`config.mk`:
```
export PLATFORM = sky130hd
export DESIGN_NAME = mem_arbiter
export DESIGN_NICKNAME = d
export VERILOG_FILES = /design/src/rtl/mem_arb_pkg.sv /design/src/rtl/mem_arb_pick.sv /design/src/rtl/mem_arbiter.sv
export SDC_FILE = /design/constraint.sdc
export NUM_CORES = 1
export LEC_CHECK = 0
export CORE_AREA = 5 5 121 123
export DETAILED_ROUTE_END_ITERATION = 10
export DIE_AREA = 0 0 126 128
export PLACE_DENSITY = 0.77
export SYNTH_ARGS = -nofsm -noshare
export SYNTH_HDL_FRONTEND = slang
export SYNTH_HIERARCHICAL = 1
export SYNTH_SLANG_ARGS = --single-unit
```
`constraint.sdc`:
```
create_clock -name clk -period 2.16 [get_ports clk]
set_input_delay 0.54 -clock clk [delete_from_list [all_inputs] [get_ports clk]]
set_output_delay 0.54 -clock clk [all_outputs]
set_load 0.03 [all_outputs]
```
`src/rtl/mem_arb_pkg.sv`:
```
// Shared types for the IFU/LSU memory arbiter: FSM states, owner IDs, latched request fields.
// Pure declarations; no logic, no latency.
package mem_arb_pkg;

  typedef enum logic [1:0] {
    ST_IDLE,
    ST_REQ,
    ST_WAIT
  } arb_state_e;

  typedef enum logic {
    OWN_IFU,
    OWN_LSU
  } owner_e;

  // Read data handed to the owner when its response times out.
  localparam logic [31:0] TIMEOUT_RDATA = 32'h0000_0000;

  typedef struct packed {
    logic [31:0] addr;
    logic        wen;
    logic [31:0] wdata;
    logic [3:0]  wmask;
  } mem_req_t;

endpackage

```
`src/rtl/mem_arb_pick.sv`:
```
// Grant selection between IFU and LSU; combinational pick, pointer updated on each taken grant.
// MEM_ARB_ROUND_ROBIN_EN selects round-robin, otherwise LSU has fixed priority.
module mem_arb_pick
  import mem_arb_pkg::*;
(
  input  logic   clk,
  input  logic   rstn,
  input  logic   ifu_vld,
  input  logic   lsu_vld,
  input  logic   take,
  output owner_e win
);

`ifdef MEM_ARB_ROUND_ROBIN_EN
  owner_e last_q;

  // Reset value makes LSU the favoured side of the first contested grant.
  always_ff @(posedge clk) begin
    if (!rstn) begin
      last_q <= OWN_IFU;
    end else if (take) begin
      last_q <= win;
    end
  end

  always_comb begin
    win = OWN_LSU;
    if (ifu_vld && lsu_vld) begin
      win = (last_q == OWN_LSU) ? OWN_IFU : OWN_LSU;
    end else if (ifu_vld) begin
      win = OWN_IFU;
    end
  end
`else
  logic unused_rr;
  assign unused_rr = ^{clk, rstn, take};

  always_comb win = (ifu_vld && !lsu_vld) ? OWN_IFU : OWN_LSU;
`endif

endmodule

```
`src/rtl/mem_arbiter.sv`:
```
// Single-outstanding arbiter of IFU and LSU onto one memory port; grant in N, mem_req_valid in N+1, response passed through combinationally.
// Requesters are stalled (ready=0) while a transaction is in flight; round-robin via MEM_ARB_ROUND_ROBIN_EN.
module mem_arbiter
  import mem_arb_pkg::*;
#(
  parameter int unsigned TIMEOUT_CYCLES = 255
) (
  input  logic        clk,
  input  logic        rstn,
  input  logic        ifu_req_valid,
  output logic        ifu_req_ready,
  input  logic [31:0] ifu_addr,
  output logic        ifu_rsp_valid,
  output logic [31:0] ifu_rdata,
  input  logic        lsu_req_valid,
  output logic        lsu_req_ready,
  input  logic [31:0] lsu_addr,
  input  logic        lsu_wen,
  input  logic [31:0] lsu_wdata,
  input  logic [3:0]  lsu_wmask,
  output logic        lsu_rsp_valid,
  output logic [31:0] lsu_rdata,
  output logic        mem_req_valid,
  input  logic        mem_req_ready,
  output logic [31:0] mem_addr,
  output logic        mem_wen,
  output logic [31:0] mem_wdata,
  output logic [3:0]  mem_wmask,
  input  logic        mem_rsp_valid,
  input  logic [31:0] mem_rdata,
  output logic        arb_timeout
);

  localparam logic [15:0] TMO_LIMIT = 16'(TIMEOUT_CYCLES);

  arb_state_e  state_q, state_d;
  owner_e      owner_q, win;
  mem_req_t    req_q, req_new;
  logic [15:0] wait_cnt_q;
  logic        timeout_q;
  logic        grant_en, take, rsp_hit, tmo_hit, done;

  // Grants are withheld while rstn is low so a request is never acknowledged and then dropped.
  assign grant_en = rstn && (state_q == ST_IDLE);
  assign take     = grant_en && (ifu_req_valid || lsu_req_valid);

  mem_arb_pick u_pick (
    .clk     (clk),
    .rstn    (rstn),
    .ifu_vld (ifu_req_valid),
    .lsu_vld (lsu_req_valid),
    .take    (take),
    .win     (win)
  );

  assign ifu_req_ready = take && (win == OWN_IFU);
  assign lsu_req_ready = take && (win == OWN_LSU);

  assign req_new = (win == OWN_IFU) ?
      '{addr: ifu_addr, wen: 1'b0, wdata: 32'h0, wmask: 4'h0} :
      '{addr: lsu_addr, wen: lsu_wen, wdata: lsu_wdata, wmask: lsu_wmask};

  // A response in the limit cycle takes precedence over the timeout.
  assign rsp_hit = rstn && (state_q == ST_WAIT) && mem_rsp_valid;
  assign tmo_hit = rstn && (state_q == ST_WAIT) && !mem_rsp_valid && (wait_cnt_q == TMO_LIMIT);
  assign done    = rsp_hit || tmo_hit;

  assign mem_addr    = req_q.addr;
  assign mem_wen     = req_q.wen;
  assign mem_wdata   = req_q.wdata;
  assign mem_wmask   = req_q.wmask;
  assign arb_timeout = timeout_q;

  always_comb begin
    state_d       = state_q;
    mem_req_valid = 1'b0;
    ifu_rsp_valid = 1'b0;
    ifu_rdata     = 32'h0;
    lsu_rsp_valid = 1'b0;
    lsu_rdata     = 32'h0;
    unique case (state_q)
      ST_IDLE: begin
        if (take) state_d = ST_REQ;
      end
      ST_REQ: begin
        mem_req_valid = 1'b1;
        if (mem_req_ready) state_d = ST_WAIT;
      end
      ST_WAIT: begin
        if (done) begin
          state_d = ST_IDLE;
          if (owner_q == OWN_IFU) begin
            ifu_rsp_valid = 1'b1;
            ifu_rdata     = rsp_hit ? mem_rdata : TIMEOUT_RDATA;
          end else begin
            lsu_rsp_valid = 1'b1;
            lsu_rdata     = rsp_hit ? mem_rdata : TIMEOUT_RDATA;
          end
        end
      end
      default: state_d = ST_IDLE;
    endcase
  end

  always_ff @(posedge clk) begin
    if (!rstn) begin
      state_q    <= ST_IDLE;
      owner_q    <= OWN_IFU;
      req_q      <= '0;
      wait_cnt_q <= '0;
      timeout_q  <= 1'b0;
    end else begin
      state_q <= state_d;
      if (take) begin
        owner_q <= win;
        req_q   <= req_new;
      end
      // Held at zero through REQ so WAIT always starts counting from zero.
      if (state_q == ST_REQ) begin
        wait_cnt_q <= '0;
      end else if ((state_q == ST_WAIT) && !done) begin
        wait_cnt_q <= wait_cnt_q + 16'd1;
      end
      if (tmo_hit) timeout_q <= 1'b1;
    end
  end

endmodule

```
# Word level (Yosys, flattened, before mapping)
# Index checks and enable logic that the tools add are counted.
dict set report word_totals {
  ff_bits 89
  out_inout_bits 139
  elab_cells 54
}
dict set report op_classes {
  add_sub_neg 1
  n_eq_ne 6
  mux 20
  n_bitwise 1
  reduce_logical 18
}
# op count
set op_table {}
lappend op_table {{32-bit 2-to-1 mux} 7}
lappend op_table {{69-bit 2-to-1 mux} 1}
lappend op_table {{16-bit by 1-bit adder with 16-bit output (second input constant)} 1}
lappend op_table {{16-bit by 8-bit == test with 1-bit output (second input constant)} 1}
lappend op_table {{1-bit logical AND} 10}
lappend op_table {{1-bit 2-to-1 mux} 8}
lappend op_table {{2-bit 2-to-1 mux} 3}
lappend op_table {{2-bit != test (second input constant)} 3}
lappend op_table {{2-bit one-hot mux with 3 select lines} 1}
lappend op_table {{1-bit zero test} 3}
lappend op_table {{3-bit AND reduction} 1}
lappend op_table {{2-bit by 1-bit == test with 1-bit output (second input constant)} 1}
lappend op_table {{2-bit == test (second input constant)} 1}
lappend op_table {{2-bit zero test} 1}
lappend op_table {{1-bit logical OR} 2}
lappend op_table {{2-bit OR reduction} 1}
lappend op_table {{1-bit NOT} 1}

# Longest topological paths before layout
# Gate-level depths: netlist (run 1).
dict set report logic_depth {
  word_depth 7
  ltp_mapped 7
  depth_no_buf 5
}

# Modules after synthesis
# The synthesis (run 1) kept the hierarchy.
# module n_inst cells_each area_each_um2 seq_area_each_um2
set modules_own_cells {}
lappend modules_own_cells {mem_arbiter 1 520 4486.8 1781.7}
lappend modules_own_cells {mem_arb_pick 1 1 6.3 0.0}

# Worst setup path after synthesis (run 1)
# No wires, ideal clock.
dict set report synth_timing {
  path_type {flip-flop to output port}
  startpoint {register wait_cnt_q[8]}
  endpoint {output port ifu_rsp_valid}
  arrival_ns 2.085
  slack_ns -0.465
  stages_incl_launch_ff 6
  n_path_buf 1
  path_cell_list {dfxtp_1 -> or4_4 -> and4bb_4 -> buf_8 -> nor2_1 -> nor3_1}
}
dict set report synth_via {
  elab_chain_cells 5
}
# item line
set synth_lines {}
lappend synth_lines {{from (decl)} mem_arbiter.sv:39} ;# logic [15:0] wait_cnt_q;
lappend synth_lines {{from (signal assigned)} mem_arbiter.sv:122} ;# wait_cnt_q <= wait_cnt_q + 16'd1;
lappend synth_lines {{16-bit by 8-bit == test with 1-bit output} mem_arbiter.sv:65} ;# assign tmo_hit = rstn && (state_q == ST_WAIT) && !mem_rsp_valid && (wait_cnt_q == TMO_LIMIT);
lappend synth_lines {{1-bit logical AND} mem_arbiter.sv:65}
lappend synth_lines {{1-bit logical OR} mem_arbiter.sv:66} ;# assign done = rsp_hit || tmo_hit;
lappend synth_lines {{1-bit 2-to-1 mux} mem_arbiter.sv:90} ;# if (done) begin
lappend synth_lines {{1-bit 2-to-1 mux} mem_arbiter.sv:81} ;# unique case (state_q)
lappend synth_lines {{to (decl)} mem_arbiter.sv:13} ;# output logic ifu_rsp_valid,
# No other way between the ends.

# Final worst setup path (run 1)
dict set report layout_timing {
  startpoint {register wait_cnt_q[11]}
  endpoint {output port lsu_rsp_valid}
}
dict set report layout_via {
  elab_chain_cells 5
}
# item line
set layout_lines {}
lappend layout_lines {{16-bit by 8-bit == test with 1-bit output} mem_arbiter.sv:65}
lappend layout_lines {{1-bit logical AND} mem_arbiter.sv:65}
lappend layout_lines {{1-bit logical OR} mem_arbiter.sv:66}
lappend layout_lines {{1-bit 2-to-1 mux} mem_arbiter.sv:90}
lappend layout_lines {{1-bit 2-to-1 mux} mem_arbiter.sv:81}
lappend layout_lines {{to (decl)} mem_arbiter.sv:21} ;# output logic lsu_rsp_valid,
# No other way between the ends.

==> metrics.md, run 1 <==
| Metric | Value |
|---|---|
| Leading area contributor after synthesis | dfxtp_1 |
| Clock transition at path regs | 60 ps |
| Layout area overhead | 90.14% |
| CTS buffer count | 9 |
| Placed Instance Area | 0.007591 mm² |
| Failing checks | setup timing |
| ANT nets after route | 0 |
| CTS tree | yes |
| Peak Freq | 401.6 MHz |
| Yosys top cell area share | 0.3965 |
| Max-slew violation count | 0 |
| Period minus WS final | 2490 ps |
| Root Driver | clkbuf_16 |
| Status | finished, violations left |
| Chip width | 126 µm |
| DP HPWL | 12810 µm |
| Non-filler cells, final | 1003 |
| Vias per std cell | 4.987 |
| DP Cell Count | 973 |
| Leakage | 3.808 nW |
| Clock skew | 14.75 ps |
| WS Path Type | flop to output port |
| # IOs | 278 |
| Most frequent cells after synthesis | nand2_1, dfxtp_1, and2_1, nand3_1, mux2i_1 |
| Worst Max-Slew Pin Slew | 417.2 ps |
| Placer Congestion | 0.8870 |
| Layout cells sized above 1 | 0.2625 |
| Count leader, synth | nand2_1 |
| Nets | 958 |
| Final WL | 17170 µm |
| VDD IR max | 0.0003873 V |
| R2R setup slack | 280 ps |
| Critical Path, Cell by Cell | or4_4 -> and4bb_4 -> nor2_4 -> nor3b_4 -> buf_6 |
| Row count | 43 |
| Final worst-path cycle share | 1.153 |
| Ant diodes | 0 |
| GRT Overall Usage | 0.1994 |
| Worst hold path depth | 2 |
| Wirelength per Cell | 17.12 µm |
| Top_reg_cell synth | dfxtp_1 |
| Via count | 5002 |
| Final core utilization | 0.6301 |
| Dpl ws | -189.9 ps |
| Synthesized Nets | 661 |
| Avg Cell Area, Syn | 8.624 µm² |
| CTS H-tree depth | 3 |
| DR DRC count | 0 |
| PortBufs | 277 |
| Hold endpoint | mem_wmask[2] |
| Max-slew headroom | 0.7218 |
| Hold Violations, Final | 0 |
| P_sw | 0.001273 W |
| Crit path DAT | 1950 ps |
| Largest net degree at the start of global routing | 56 |
| CP Data Required Time | 1620 ps |
| Type of the most critical hold path | flop to flop |
| Vias in the first global route | 5070 |
| Crit path from | wait_cnt_q[11] |
| Clk Latency, worst-skew pair | 350 ps |
| Final setup margin | -329.9 ps |
| #FFs+latches synth | 89 |
| Height of the die | 128 µm |
| Cell count after synthesis | 521 |
| CP Max Fanout | 2 |
| Initial DRC count | 200 |
| Synth area leaders | dfxtp_1, mux2i_1, and2_1 |
| Worst reg2reg path depth | 6 |
| Worst reg2reg startpoint | wait_cnt_q[0] |
| Register area share after synthesis | 0.3965 |
| RSZ-0062 raised after global routing | yes |
| First-pass GRT wire length | 25880 µm |
| Critical Path End Type | output port |
| Max cap viols | 0 |
| Min-Delay Startpoint | mem_wmask[2] |
| Drt pass-1 iters | 4 |
| Core area | 0.01356 mm² |
| CTS sink count | 89 |
| Max incr delay on CP | 530 ps |
| Number of enable flip-flop cells after synthesis | 0 |
| FF-to-FF End | state_q[1] |
| Pwr dens | 539.8 mW/mm² |
| Logic gate share of total power | 0.239 |
| Sequential fraction of design power | 0.389 |
| Clk buf depth | 2 |
| Clock network fraction of total power | 0.372 |
| Fin area | 0.008543 mm² |
| GRT overflow | 0 |
| Int Power | 0.003339 W |
| CP max-delay cell | or4_4 |
| Die ar. | 0.01613 mm² |
| Number of synthesis warnings | 6 |
| Initial Util | 0.3314 |
| FILL cells | 1091 |
| Initial antenna violation count | 0 |
| CP Launch Type | flop |
| Netlist Area Pre-Place | 0.004493 mm² |
| # setup viols final | 34 |
| Library cells used by synthesis | 42 |
| Switching share of power | 0.2760 |
| Async S/R FF share, synth | 0 |
| Hold buffers post-CTS | 0 |
## worst max-delay path: cells and delay by family, from the launching register on
kind	cells	cell delay (ps)
simple gates	4	1130
buf+inv	1	160
flops	1	310
## cells in the final DEF, fill, tap and decap left out, types with 2 or more instances in the layout
cell type,count
and2_1,7
o21a_1,2
nand2b_1,10
inv_8,2
nor3b_4,2
clkdlybuf4s50_1,204
inv_1,3
and3_1,2
buf_4,41
nor2_2,2
nand3_1,44
mux2i_1,41
nor2_1,2
nand4_1,4
nor4_1,5
buf_6,67
nand2_1,93
and4_1,3
dfxtp_2,2
and2_4,58
a21boi_0,39
dfxtp_1,86
a21oi_1,2
buf_16,3
o211a_1,32
bufinv_16,2
a2111o_1,5
a211oi_1,4
clkbuf_16,11
o2111ai_1,4
buf_12,10
dlygate4sd2_1,2
or4_4,2
## logic make-up after synthesis
family	after synthesis	synth area share
adder cells (fa/ha/maj)	1	0.002784
AND/OR/NAND/NOR	245	0.2827
buffers and inverters	49	0.04456
multiplexers	41	0.09134
AO/OA/AOI/OAI	96	0.1821
flip-flops	89	0.3965
## per-layer routing
| layer | wire length [µm] | part of all wire | global-route usage | up-vias |
|---|---|---|---|---|
| li1 | - | - | - | 2414 |
| met1 | 6352 | 0.37 | 0.2070 | 2313 |
| met2 | 8707 | 0.51 | 0.3665 | 249 |
| met3 | 1716 | 0.10 | 0.07458 | 26 |
| met4 | 393 | 0.023 | 0.07319 | 0 |
| met5 | 0 | 0 | 0 | - |
## worst max path at each step
stage / to / slack [ps] / cells after the start
3_3_place_gp: ifu_req_ready / -210 / 5
5_1_grt: lsu_rsp_valid / -400 / 5
3_5_place_dp: ifu_req_ready / -190 / 5
2_1_floorplan: lsu_rsp_valid / -140 / 5
6_report: lsu_rsp_valid / -330 / 5
4_1_cts: lsu_rsp_valid / -360 / 5
## power by group through the flow
stage | sequential [W] | clock (W) | combinational [W]
after floorplan | 0.00201 | 0 | 0.000308
after global placement | 0.00182 | 0 | 0.00107
after detailed placement | 0.00183 | 0 | 0.00108
after CTS | 0.00179 | 0.00176 | 0.00110
after global routing | 0.00180 | 0.00183 | 0.00118
final | 0.00179 | 0.00172 | 0.00110
## cell type report
type,instances,area [µm²],area share
Timing Repair Buffer,331,3470,0.4061
Multi-Input combinational cell,383,2718,0.3181
Tap cell,180,225.2,0.02636
Sequential cell,89,1788,0.2093
Clock buffer,10,229.0,0.02680
Inverter,4,15.01,0.001757
Clock inverter,6,98.84,0.01157
## registers in the layout, indices dropped and copies added, names as in the netlist
signal / cells
mem_addr: 32
mem_wdata: 32
wait_cnt_q: 16
mem_wmask: 4
state_q: 2
arb_timeout: 1
mem_wen: 1
owner_q: 1
## stage by stage
| stage | hold slack [ps] | total power, W | TNS, ps |
|---|---|---|---|
| after detailed placement | 457.1 | 0.002909 | -8633 |
| after global placement | 449.2 | 0.002891 | -7267 |
| after global routing | 491.7 | 0.004810 | -7340 |
| after floorplan | 438.5 | 0.002315 | -208.3 |
| final | 460.2 | 0.004612 | -3199 |
| after CTS | 463.7 | 0.004656 | -1523 |
## timing repair
action	4_1_cts	5_1_grt
cloned	3	2
pin swaps	17	14
setup buffers	7	3
hold endpoints to repair	0	0
endpoints found under the setup margin	68	67
resized for setup	107	37
Note: power is estimated with default switching activity, not from simulation.
==> run 2, diff against run 1 <==
CTS_CLUSTER_SIZE = 40   (was unset)
GPL_ROUTABILITY_DRIVEN = 0   (was unset)
REMOVE_ABC_BUFFERS = 1   (was unset)
==> run 2 against run 1 <==
The run still ends with setup timing left. Cell count is 1.5% lower. Setup slack better by 15 ps. Global-route usage is 0.27 points lower. First-iteration DRC count is 6.5% lower. Sequential cell count stayed put. Critical endpoint is now ifu_rsp_valid. Critical path depth stayed put. Core utilization is 2.9 points lower. Sequential power hardly changed. Register-to-register slack better by 20 ps. Critical path type unchanged. Routed wire length is 2.9% lower. Sequential share of layout area is 1.0 points higher.
==> metrics.md, run 2 (synthesized netlist as in run 1, its figures left out) <==
| Metric | Value |
|---|---|
| Clk Latency, worst-skew pair | 330 ps (was 350 ps) |
| WHS | 465.2 ps (was 460.2 ps) |
| Crit path DAT | 1930 ps (was 1950 ps) |
| Leakage | 3.648 nW (was 3.808 nW) |
| Chip width | 126 µm (unchanged) |
| Clock skew | 5.709 ps (was 14.75 ps) |
| Vias per std cell | 4.944 (was 4.987) |
| Int Power | 0.003374 W (was 0.003339 W) |
| Buffers and inverters on the worst path | 1 (unchanged) |
| CP max-delay cell | or4_4 (unchanged) |
| CTS H-tree depth | 3 (unchanged) |
| Pwr dens | 566.1 mW/mm² (was 539.8 mW/mm²) |
| Die ar. | 0.01613 mm² (unchanged) |
| Placed Instance Area | 0.007483 mm² (was 0.007591 mm²) |
| CP Launch Type | flop (unchanged) |
| DP HPWL | 12600 µm (was 12810 µm) |
| Final setup margin | -314.4 ps (was -329.9 ps) |
| GRT Overall Usage | 0.1967 (was 0.1994) |
| P_sw | 0.001241 W (was 0.001273 W) |
| Clock transition at path regs | 70 ps (was 60 ps) |
| FILL cells | 1122 (was 1091) |
| Initial antenna violation count | 0 (unchanged) |
| Layout cells sized above 1 | 0.2153 (was 0.2625) |
| Max cap viols | 0 (unchanged) |
| Largest delay share family, worst path | simple AND/OR/NAND/NOR gates (unchanged) |
| Max incr delay on CP | 530 ps (about the same) |
| Initial Util | 0.3314 (unchanged) |
| Hold Violations, Final | 0 (unchanged) |
| Layout area overhead | 81.43% (was 90.14%) |
| Commonest non-fill, non-tap cell in the layout | clkdlybuf4s50_1 (unchanged) |
| Hold buffers post-CTS | 0 (unchanged) |
| Type of the most critical hold path | flop to flop (unchanged) |
| CTS buffer count | 9 (unchanged) |
| CP Data Required Time | 1620 ps (about the same) |
| First-pass GRT wire length | 25490 µm (was 25880 µm) |
| PortBufs | 277 (unchanged) |
| Status | finished, violations left (unchanged) |
| Core area | 0.01356 mm² (unchanged) |
| Sequential fraction of design power | 0.389 (about the same) |
| CP Max Fanout | 2 (unchanged) |
| # IOs | 278 (unchanged) |
| Height of the die | 128 µm (unchanged) |
| Switching share of power | 0.2688 (was 0.2760) |
| Nets | 943 (was 958) |
| Most frequent cells in the layout | clkdlybuf4s50_1, nand2_1, dfxtp_1 (unchanged) |
| Ant diodes | 0 (unchanged) |
| Row count | 43 (unchanged) |
| Fin area | 0.008152 mm² (was 0.008543 mm²) |
| Design Power | 0.004615 W (was 0.004612 W) |
| RSZ-0062 raised after global routing | yes (unchanged) |
| Clock network fraction of total power | 0.376 (was 0.372) |
| Period minus WS final | 2474 ps (was 2490 ps) |
| DP Cell Count | 965 (was 973) |
| Critical Path End Type | output port (unchanged) |
| Peak Freq | 404.1 MHz (was 401.6 MHz) |
| DR DRC count | 0 (unchanged) |
| ANT nets after route | 0 (unchanged) |
| Initial DRC count | 187 (was 200) |
| Drt pass-1 iters | 4 (unchanged) |
| Worst Max-Slew Pin Slew | 579.5 ps (was 417.2 ps) |
| Via count | 4885 (was 5002) |
| CTS sink count | 89 (unchanged) |
| CTS tree | yes (unchanged) |
| Failing checks | setup timing (unchanged) |
| Critical Path, Cell by Cell | or4_4 -> and4bb_4 -> nor2_2 -> nor3_2 -> buf_4 (was or4_4 -> and4bb_4 -> nor2_4 -> nor3b_4 -> buf_6) |
| Max-slew violation count | 0 (unchanged) |
| Final worst-path cycle share | 1.146 (was 1.153) |
| WS Path Type | flop to output port (unchanged) |
| Non-filler cells, final | 988 (was 1003) |
| Max-slew headroom | 0.6137 (was 0.7218) |
| Largest net degree at the start of global routing | 62 (was 56) |
| Clk buf depth | 2 (unchanged) |
| # setup viols final | 34 (unchanged) |
| Final WL | 16670 µm (was 17170 µm) |
| Wirelength per Cell | 16.87 µm (was 17.12 µm) |
| Vias in the first global route | 4901 (was 5070) |
| GRT overflow | 0 (unchanged) |
| VDD IR max | 0.0004386 V (was 0.0003873 V) |
| Root Driver | clkbuf_16 (unchanged) |
| Logic gate share of total power | 0.235 (was 0.239) |
run 2: cell count changes in the layout (fill, tap and decap cells not counted), sizes merged:
cell,delta
clkdlybuf4s15,-1
inv,-1
buf,-14
clkbuf,-1
dlygate4sd2,+2
run 2: power groups by stage:
stage / Combinational [W] / Sequential [W] / Clock, W
final: 0.00108 / 0.00179 / 0.00174
after CTS: 0.00109 / 0.00180 / 0.00178
after detailed placement: 0.00107 / 0.00183 / 0
after global placement: 0.00106 / 0.00182 / 0
after floorplan: 0.000273 / 0.00201 / 0
after global routing: 0.00115 / 0.00181 / 0.00184
run 2: tightest hold or removal path: cells and delay by family, from the launching register on:
kind,cells,cell delay [ps]
AO/OA/AOI/OAI,1,60
flip-flops,1,310
AND/OR/NAND/NOR,1,50
run 2: cell type report:
cell class / instances / area [µm²] / share of cell area
flip-flops and latches: 89 / 1788 / 0.2193
clock buffers: 11 / 252.7 / 0.03101
repair buffers: 316 / 3153 / 0.3868
clock inverters: 5 / 85.08 / 0.01044
multi-input cells: 383 / 2633 / 0.3229
inverters: 4 / 15.01 / 0.001842
well taps: 180 / 225.2 / 0.02763
run 2: routing by layer:
metal / GRT usage / wire (µm) / up-vias
li1: - / - / 2377
met1: 0.2038 / 5981 / 2245
met2: 0.3671 / 8519 / 238
met3: 0.07708 / 1782 / 25
met4: 0.05678 / 384 / 0
met5: 0 / 0 / -
run 2: through the flow:
step / setup TNS (ps) / setup slack, ps / util
global placement: -7560 / -153.5 / 0.5520
CTS: -4332 / -337.7 / 0.6043
detailed placement: -10110 / -192.3 / 0.5520
finish: -3941 / -314.4 / 0.6012
global route: -7958 / -380.7 / 0.6012
floorplan: -135740 / -1887 / -
run 2: worst paths after layout:
| kind | startpoint | end | slack (ps) | cells after the start |
|---|---|---|---|---|
| worst max-delay path | wait_cnt_q[11] | ifu_rsp_valid | -310 | 5 |
| worst min-delay path | mem_wdata[22] | mem_wdata[22] | 470 | 2 |
| worst max register to register | wait_cnt_q[0] | state_q[1] | 300 | 6 |
| worst min register to register | mem_wdata[22] | mem_wdata[22] | 470 | 2 |
run 2: what timing repair did:
action                     CTS  global route
resized for setup           82             5
buffers inserted             6             0
setup endpoints to repair   67            67
gates cloned                 3             0
pin swaps                   27             3
